`config.mk`:
```
export PLATFORM = sky130hd
export DESIGN_NAME = cpu_writeback
export DESIGN_NICKNAME = d
export VERILOG_FILES = /design/src/rtl/lib_cpu.sv /design/src/rtl/cpu_regfile.sv /design/src/rtl/cpu_writeback.sv
export SDC_FILE = /design/constraint.sdc
export NUM_CORES = 2
export LEC_CHECK = 0
export ABC_AREA = 1
export CAP_MARGIN = 20
export CELL_PAD_IN_SITES_DETAIL_PLACEMENT = 1
export CELL_PAD_IN_SITES_GLOBAL_PLACEMENT = 1
export CORE_ASPECT_RATIO = 2
export CORE_UTILIZATION = 35
export CTS_BUF_LIST = sky130_fd_sc_hd__clkbuf_4
export CTS_CLUSTER_SIZE = 12
export DETAILED_ROUTE_END_ITERATION = 8
export PLACE_DENSITY = 0.59
export SYNTH_ARGS = -nofsm -noshare
export SYNTH_HDL_FRONTEND = slang
export SYNTH_HIERARCHICAL = 1
export SYNTH_SLANG_ARGS = --single-unit
```
`constraint.sdc`:
```
create_clock -name clk -period 5.44 [get_ports clk]
set_clock_uncertainty 0.1 [all_clocks]
set_input_delay 0.544 -clock clk [delete_from_list [all_inputs] [get_ports clk]]
set_output_delay 0.544 -clock clk [all_outputs]
set_load 0.01 [all_outputs]
```
`src/rtl/lib_cpu.sv`:
```
// ---------------------------------------------------------------------------
// lib_cpu: shared CPU pipeline types.
//   EXECUTE      - record handed from execute to writeback (one per commit).
//   SPECIAL_REG  - architectural special registers (pc, interrupt, UART status).
//   GENERAL_REG  - operand values returned to decode (x_rs1, x_rs2, mem_val).
//   UART_TX_BUF  - one-entry UART transmit buffer (valid + byte).
// ---------------------------------------------------------------------------
package lib_cpu;

  localparam int XLEN       = 32;
  localparam int REG_IDX_W  = 4;
  localparam int MEM_ADDR_W = 6;

  typedef struct packed {
    logic [XLEN-1:0]       pc;
    logic                  w_rd;       // write x_rd to the register file
    logic [XLEN-1:0]       x_rd;
    logic                  mem_w_req;  // write mem_val to data memory
    logic [MEM_ADDR_W-1:0] mem_addr;
    logic [XLEN-1:0]       mem_val;
    logic                  w_req;      // push w_data into the UART TX buffer
    logic [7:0]            w_data;
    logic                  ack;        // acknowledge the pending RX byte
    logic                  intr_en;
    logic [XLEN-1:0]       intr_pc;
    logic [7:0]            intr_vec;
  } EXECUTE;

  typedef struct packed {
    logic [XLEN-1:0] pc;
    logic            intr_en;
    logic [XLEN-1:0] intr_pc;
    logic [7:0]      intr_vec;
    logic            irr;      // RX byte pending
    logic [7:0]      r_data;   // last RX byte
    logic            w_busy;   // TX buffer occupied
  } SPECIAL_REG;

  typedef struct packed {
    logic [XLEN-1:0] x_rs1;
    logic [XLEN-1:0] x_rs2;
    logic [XLEN-1:0] mem_val;
  } GENERAL_REG;

  typedef struct packed {
    logic       valid;
    logic [7:0] data;
  } UART_TX_BUF;

endpackage

```
`src/rtl/cpu_regfile.sv`:
```
// ---------------------------------------------------------------------------
// cpu_regfile: NREG x 32 register file, two combinational read ports, one
// synchronous write port. Register 0 is hardwired to zero.
// Build option: CPU_WB_BYPASS_EN forwards the write data to a read port that
// addresses the register being written in the same cycle.
// Ports:
//   clk, rst_n        clock / async active-low reset (all registers zeroed)
//   we, waddr, wdata  write port (write to index 0 dropped)
//   raddr1, rdata1    read port 1
//   raddr2, rdata2    read port 2
// ---------------------------------------------------------------------------
module cpu_regfile
  import lib_cpu::*;
#(
  parameter int NREG = 16
) (
  input  logic                 clk,
  input  logic                 rst_n,
  input  logic                 we,
  input  logic [REG_IDX_W-1:0] waddr,
  input  logic [XLEN-1:0]      wdata,
  input  logic [REG_IDX_W-1:0] raddr1,
  input  logic [REG_IDX_W-1:0] raddr2,
  output logic [XLEN-1:0]      rdata1,
  output logic [XLEN-1:0]      rdata2
);

  logic [XLEN-1:0] rf [NREG];

  // NOTE: sequential state is written with non-blocking assignments so every
  // flop samples pre-edge values regardless of statement order.
  always_ff @(posedge clk or negedge rst_n) begin
    if (!rst_n) begin
      for (int i = 0; i < NREG; i++) rf[i] <= '0;
    end else if (we && waddr != '0) begin
      rf[waddr] <= wdata;
    end
  end

  // NOTE: every output of a combinational block gets a default on entry so no
  // path leaves it unassigned, which would infer a latch.
  always_comb begin
    rdata1 = (raddr1 == '0) ? '0 : rf[raddr1];
    rdata2 = (raddr2 == '0) ? '0 : rf[raddr2];
`ifdef CPU_WB_BYPASS_EN
    if (we && waddr != '0 && raddr1 == waddr) rdata1 = wdata;
    if (we && waddr != '0 && raddr2 == waddr) rdata2 = wdata;
`endif
  end

endmodule

```
`src/rtl/cpu_writeback.sv`:
```
// ---------------------------------------------------------------------------
// cpu_writeback: commit stage. Consumes one EXECUTE record per handshake and
// owns the architectural state: register file, data memory, special
// registers, one-entry UART TX buffer and the RX byte latch.
// Build option: CPU_WB_BYPASS_EN makes committing register/memory writes
// visible on gr in the commit cycle instead of the following one.
// Ports:
//   clk, rst_n                   clock / async active-low reset
//   ex_valid, ex_ready, ex       execute record handshake and payload
//   rd_idx                       destination register for ex
//   rs1_idx, rs2_idx, mem_raddr  decode read addresses
//   sr, gr                       special regs / operand values for decode
//   rx_valid, rx_data            UART RX byte strobe
//   tx_valid, tx_ready, tx_data  UART TX byte handshake
//   rx_overrun                   sticky RX overrun flag
// ---------------------------------------------------------------------------
module cpu_writeback
  import lib_cpu::*;
#(
  parameter int          NREG     = 16,
  parameter int          NMEM     = 64,
  parameter logic [31:0] RESET_PC = 32'h0
) (
  input  logic                  clk,
  input  logic                  rst_n,
  input  logic                  ex_valid,
  output logic                  ex_ready,
  input  EXECUTE                ex,
  input  logic [REG_IDX_W-1:0]  rd_idx,
  input  logic [REG_IDX_W-1:0]  rs1_idx,
  input  logic [REG_IDX_W-1:0]  rs2_idx,
  input  logic [MEM_ADDR_W-1:0] mem_raddr,
  output SPECIAL_REG            sr,
  output GENERAL_REG            gr,
  input  logic                  rx_valid,
  input  logic [7:0]            rx_data,
  output logic                  tx_valid,
  input  logic                  tx_ready,
  output logic [7:0]            tx_data,
  output logic                  rx_overrun
);

  logic            commit;
  logic            tx_load;
  logic            tx_drain;
  logic            rx_ack;
  UART_TX_BUF      tx_buf_q;
  logic [XLEN-1:0] pc_q;
  logic            intr_en_q;
  logic [XLEN-1:0] intr_pc_q;
  logic [7:0]      intr_vec_q;
  logic            irr_q;
  logic [7:0]      r_data_q;
  logic            rx_overrun_q;
  logic [XLEN-1:0] rs1_val;
  logic [XLEN-1:0] rs2_val;
  logic [XLEN-1:0] mem [NMEM];

  // Stall only when this record wants the TX buffer and it is full and not
  // draining this cycle; independent of ex_valid.
  assign ex_ready = ~(ex.w_req & tx_buf_q.valid & ~tx_ready);
  assign commit   = ex_valid & ex_ready;
  assign tx_load  = commit & ex.w_req;
  assign tx_drain = tx_buf_q.valid & tx_ready;
  assign rx_ack   = commit & ex.ack;

  cpu_regfile #(.NREG(NREG)) u_regfile (
    .clk    (clk),
    .rst_n  (rst_n),
    .we     (commit & ex.w_rd),
    .waddr  (rd_idx),
    .wdata  (ex.x_rd),
    .raddr1 (rs1_idx),
    .raddr2 (rs2_idx),
    .rdata1 (rs1_val),
    .rdata2 (rs2_val)
  );

  // NOTE: the data memory has no reset; clearing a RAM needs a port per word
  // and software never relies on its power-up contents.
  always_ff @(posedge clk) begin
    if (commit && ex.mem_w_req) mem[ex.mem_addr] <= ex.mem_val;
  end

  always_ff @(posedge clk or negedge rst_n) begin
    if (!rst_n) begin
      pc_q       <= RESET_PC;
      intr_en_q  <= 1'b0;
      intr_pc_q  <= '0;
      intr_vec_q <= '0;
    end else if (commit) begin
      pc_q       <= ex.pc;
      intr_en_q  <= ex.intr_en;
      intr_pc_q  <= ex.intr_pc;
      intr_vec_q <= ex.intr_vec;
    end
  end

  // A load in the same cycle as a drain replaces the leaving byte, so valid
  // stays high.
  always_ff @(posedge clk or negedge rst_n) begin
    if (!rst_n) begin
      tx_buf_q <= '0;
    end else if (tx_load) begin
      tx_buf_q.valid <= 1'b1;
      tx_buf_q.data  <= ex.w_data;
    end else if (tx_drain) begin
      tx_buf_q.valid <= 1'b0;
    end
  end

  // A new byte beats a coincident ack. Overrun flags a byte that lands on an
  // unacknowledged one.
  always_ff @(posedge clk or negedge rst_n) begin
    if (!rst_n) begin
      irr_q        <= 1'b0;
      r_data_q     <= '0;
      rx_overrun_q <= 1'b0;
    end else if (rx_valid) begin
      irr_q    <= 1'b1;
      r_data_q <= rx_data;
      if (irr_q && !rx_ack) rx_overrun_q <= 1'b1;
    end else if (rx_ack) begin
      irr_q <= 1'b0;
    end
  end

  assign tx_valid   = tx_buf_q.valid;
  assign tx_data    = tx_buf_q.data;
  assign rx_overrun = rx_overrun_q;

  always_comb begin
    sr          = '0;
    sr.pc       = pc_q;
    sr.intr_en  = intr_en_q;
    sr.intr_pc  = intr_pc_q;
    sr.intr_vec = intr_vec_q;
    sr.irr      = irr_q;
    sr.r_data   = r_data_q;
    sr.w_busy   = tx_buf_q.valid;
  end

  always_comb begin
    gr         = '0;
    gr.x_rs1   = rs1_val;
    gr.x_rs2   = rs2_val;
    gr.mem_val = mem[mem_raddr];
`ifdef CPU_WB_BYPASS_EN
    if (commit && ex.mem_w_req && mem_raddr == ex.mem_addr) gr.mem_val = ex.mem_val;
`endif
  end

endmodule

```
==> After elaboration in Yosys (flattened, before gate mapping) <==
Memories as Yosys holds them, arrays and structs flattened.
Cells that the tools add are included.
{ "classes": {"add_sub_neg": 0, "mul": 0, "div": 0, "order_cmp": 4, "eq_ne": 0, "shift": 0, "mux": 17, "bitwise": 12, "reduce_logical": 11} }
{ "ops": {"columns": ["cell", "count"], "rows": [
  ["512-bit bitwise mux", 1],
  ["32-bit binary-select mux with 4-bit select", 2],
  ["32-bit two-way mux", 7],
  ["32-bit demux with 4-bit select", 1],
  ["5-bit >= comparator, second input constant", 3],
  ["4-bit inverter with 5-bit output", 3],
  ["4-bit zero test", 2],
  ["1-bit bitwise AND", 7],
  ["1-bit two-way mux", 6],
  ["5-bit by 1-bit less-than comparator with 1-bit output, second input constant", 1],
  ["1-bit logical AND", 4],
  ["2-bit nonzero test", 2],
  ["4-bit nonzero test", 1],
  ["1-bit inverter", 2],
  ["2-bit AND reduction", 1],
  ["1-bit zero test", 1]
]} }
{ "totals": {"register_bits": 604, "latchBits": 0, "ramBits": 2048, "mem_bits_ro": 0, "out_inout_bits": 190, "wordCells": 70, "mem_count": 1} }
{ "mem_list": {"columns": ["memory", "depth", "word_bits", "rd", "rd_ports_with_merged_regs", "wr", "line", "rtl"], "rows": [
  ["mem", 64, 32, 1, 0, 1, "cpu_writeback.sv:57", "logic [XLEN-1:0] mem [NMEM];"]
]} }

==> Longest topological paths before layout <==
{ "logic_depth": {"word_depth": 8, "ltp_mapped": 13, "ltp_nobuf": 9} }

==> By module <==
The synthesis kept the hierarchy.
{ "by_module_without_submodules": {"columns": ["module", "instances", "cells_each", "area_per_inst_um2"], "rows": [
  ["cpu_writeback", 1, 7124, 85562.1],
  ["cpu_regfile", 1, 4599, 29892.4]
]} }

==> Worst setup path after synthesis <==
No wires, ideal clock.
{ "synth_path": {"path_kind": "input port to flip-flop", "from": "input port tx_ready", "to": "memory mem[10][0] (enable)", "setup_time_ns": 0.421, "t_arrival_ns": 2.740, "required_ns": 4.919, "setup_slack_ns": 2.179, "cell_stages": 8, "path_cell_list": "inv_1 > nand3_1 > nand2_1 > inv_1 > nand2_1 > inv_1 > nand4_1 > nor2_1"} }
{ "synth_between": {"elab_chain_cells": 7} }
{ "synth_lines": {"columns": ["element", "line", "rtl"], "rows": [
  ["start, declared", "cpu_writeback.sv:38", "input logic tx_ready,"],
  ["1-bit inverter", "cpu_writeback.sv:61", "assign ex_ready = ~(ex.w_req & tx_buf_q.valid & ~tx_ready);"],
  ["1-bit bitwise AND", "cpu_writeback.sv:61", null],
  ["1-bit inverter", "cpu_writeback.sv:61", null],
  ["via ex_ready", "cpu_writeback.sv:27", "output logic ex_ready,"],
  ["1-bit bitwise AND", "cpu_writeback.sv:62", "assign commit = ex_valid & ex_ready;"],
  ["1-bit logical AND", "cpu_writeback.sv:82", "if (commit && ex.mem_w_req) mem[ex.mem_addr] <= ex.mem_val;"],
  ["1-bit two-way mux", "cpu_writeback.sv:82", null],
  ["1-bit two-way mux (not written as such)", "cpu_writeback.sv:82", null],
  ["end, declared", "cpu_writeback.sv:57", null]
]} }
The timed path passes the listed nets, and every way through them passes these cells.

==> results.toml <==
[clocking]
postCtsSetupRepairBufs = 0
holdBufCountCts = 227
htree_levels = 6
cts-root-buf = "clkbuf_4"
clock_latency_ps = 1380
numCtsBuffers = 640
clkTransAtPathRegs_ps = 70
cts.sinks = 2652
clk_path_buf_depth = 4
cts_tree = "yes"
cts_resized = 0

[critical_path]
cp-end-kind = "primary output"
worst-path-max-fanout = 1
reg2reg_depth = 9
crit_arrival_ps = 3770
cp.required_ps = 4800
critPathLaunchType = "register"
critical_path_class = "register to primary output"

[floorplanning]
die_x_um = 408
num_rows = 297
die-area_mm2 = 0.332
io-pin-count = 376
die_h_um = 814
core_mm2 = 0.328
initial_core_util_pct = 35.2

[drt]
vias_per_cell = 5.25
wl_per_cell_um = 24.2
detail-route-antenna-nets = 0
drtIter0Drc = 5566
first_pass_iters = 5
finalWirelength_mm = 418
remaining_drc_errors = 0
vias = 90700

[timing]
timing.slew.headroom_pct = 25.1
setup_ws_ps = 1020
rsz0062_at_grt = "false"
max_freq_mhz = 226
report.final.slew_viol_count = 0
hold_viol_final = 0
post-route-min-period_ps = 4420
fin_crit_sh_pct = 81.2
setup_viol = 0
finalSetupTns_ps = 0
tightest_slew_ps = 1120

[status]
outcome = "complete, no violations"

[pwr]
cellPowerDensity_mw_per_mm2 = 334
power.leakage_nw = 54.1
finalPower_mw = 45.1
ir_drop_mv = 0.325

[placement]
portBuffers = 375
dp_hpwl_mm = 251
dp_slack_ps = 974
gp_congestion = 0.815

[layout]
nFillCells = 37100
drive_gt1_share_pct = 11.1
area_growth_syn_to_layout_pct = 16.8
final_common_cell = "nand2_1"
layout_common_cells = "nand2_1, nand3_1, edfxtp_1"
nets = 12600
post-route-util_pct = 41.1

[logic_synthesis]
syn_area_per_cell_um2 = 9.85
ys_seq_elements = 2652
ys_types = 28
synth-seq-area-share_pct = 66.4
yosys_warnings = 6
syn-cell-area_mm2 = 0.115
synthCells = 11700
synth_fp_nets = 11900

[min_path]
hold_class = "input pin to register"
hold_path_depth = 2

[global_route]
track_usage_pct = 24.8
antenna_found_initial = 27
grt_overflow_total = 0
grt_pass1_vias = 98000
grt_pass1_wl_mm = 623
grt_start_max_net_pins = 157

[job]
maxCapViolations = 0
[final cells by class]
type	count	area, um^2	share of cell area [%]
Sequential cell	2652	76600	56.8
Multi-Input combinational cell	7606	33200	24.6
Timing Repair Buffer	916	9250	6.86
Clock buffer	918	6890	5.11
Tap cell	4335	5420	4.02
Inverter	634	2440	1.81
Clock inverter	182	957	0.710
Antenna cell	21	52.6	0.0390
[flip-flops by register name, summed over array words and instances, names as in the netlist]
register / flops
rx_overrun: 1
u_regfile/rf: 512
intr_vec_q: 8
tx_data: 8
mem: 2048
intr_en_q: 1
irr_q: 1
r_data_q: 8
intr_pc_q: 32
tx_valid: 1
pc_q: 32
[cells by family after synthesis]
family                 count (synthesis)  synth area share [%]
AND/OR/NAND/NOR                     7053                  25.8
AO/OA/AOI/OAI                        545                  2.36
flip-flops                          2652                  66.4
multiplexers                           8                0.0780
buffers and inverters               1465                  5.37
[worst paths after layout]
kind / end / from / slack (ps)
max in group asynchronous: u_regfile/rf[25] / rst_n / 3920
setup reg to reg: mem[62][20] / tx_valid / 1810
hold / removal: mem[31][27] / ex[78] / 110
hold reg to reg: u_regfile/rf[503] / u_regfile/rf[503] / 280
min in group asynchronous: u_regfile/rf[452] / rst_n / 380
setup / recovery: gr[12] / mem[9][12] / 1020
[Yosys cell counts]
master | n | area [um^2]
nand2_1 | 4347 | 16300
nand3_1 | 2606 | 13000
edfxtp_1 | 2048 | 61500
inv_1 | 630 | 2360
dfrtp_1 | 604 | 15100
o21ai_0 | 468 | 2340
clkbuf_1 | 333 | 1250
buf_2 | 320 | 1600
buf_1 | 115 | 432
nor2_1 | 77 | 289
a21oi_1 | 64 | 320
buf_4 | 45 | 338
buf_6 | 15 | 169
o21ai_1 | 12 | 60.1
mux2_2 | 8 | 90.1
nand2_2 | 8 | 50.1
nand4_1 | 4 | 25.0
nand3_2 | 3 | 30.0
nor2_2 | 3 | 18.8
clkbuf_2 | 2 | 10.0
inv_2 | 2 | 7.51
nor3_4 | 2 | 32.5
nor4_1 | 2 | 12.5
buf_8 | 1 | 15.0
clkinv_1 | 1 | 3.75
inv_4 | 1 | 6.26
o21bai_1 | 1 | 7.51
or2_2 | 1 | 6.26
[worst max-delay path: stages (launching register included)]
cell             delay [ps]
edfxtp_1                320
nand2_1                  50
nand3_1                 110
nand3_1                 100
nand3_1                 220
nand3_1                 280
nand2_1                 190
nand2_1                  80
nand2_1                 370
clkdlybuf4s50_1         640
[through the flow]
stage	area, um^2	std cells	hold slack, ps
after floorplan	115000	11700	148
after detailed placement	124000	15900	267
after global routing	135000	17300	2.96
after global placement	124000	15900	265
after CTS	134000	17200	1.26
final	135000	17300	115
[power by group]
part	leakage, nW	internal [mW]	switching (mW)
sequential	26.0	22.7	0.371
combinational	23.4	1.83	3.70
clock	4.73	8.15	8.35
[layer usage]
metal  vias up  GRT usage (%)  share of wire [%]
met3      1002           3.01                3.9
met5         -              0              0.017
li1      41200              -                  -
met1     46100           26.6                 37
met2      2420           47.6                 55
met4        10           11.3                4.5
Note: power is estimated with default switching activity, not from simulation.
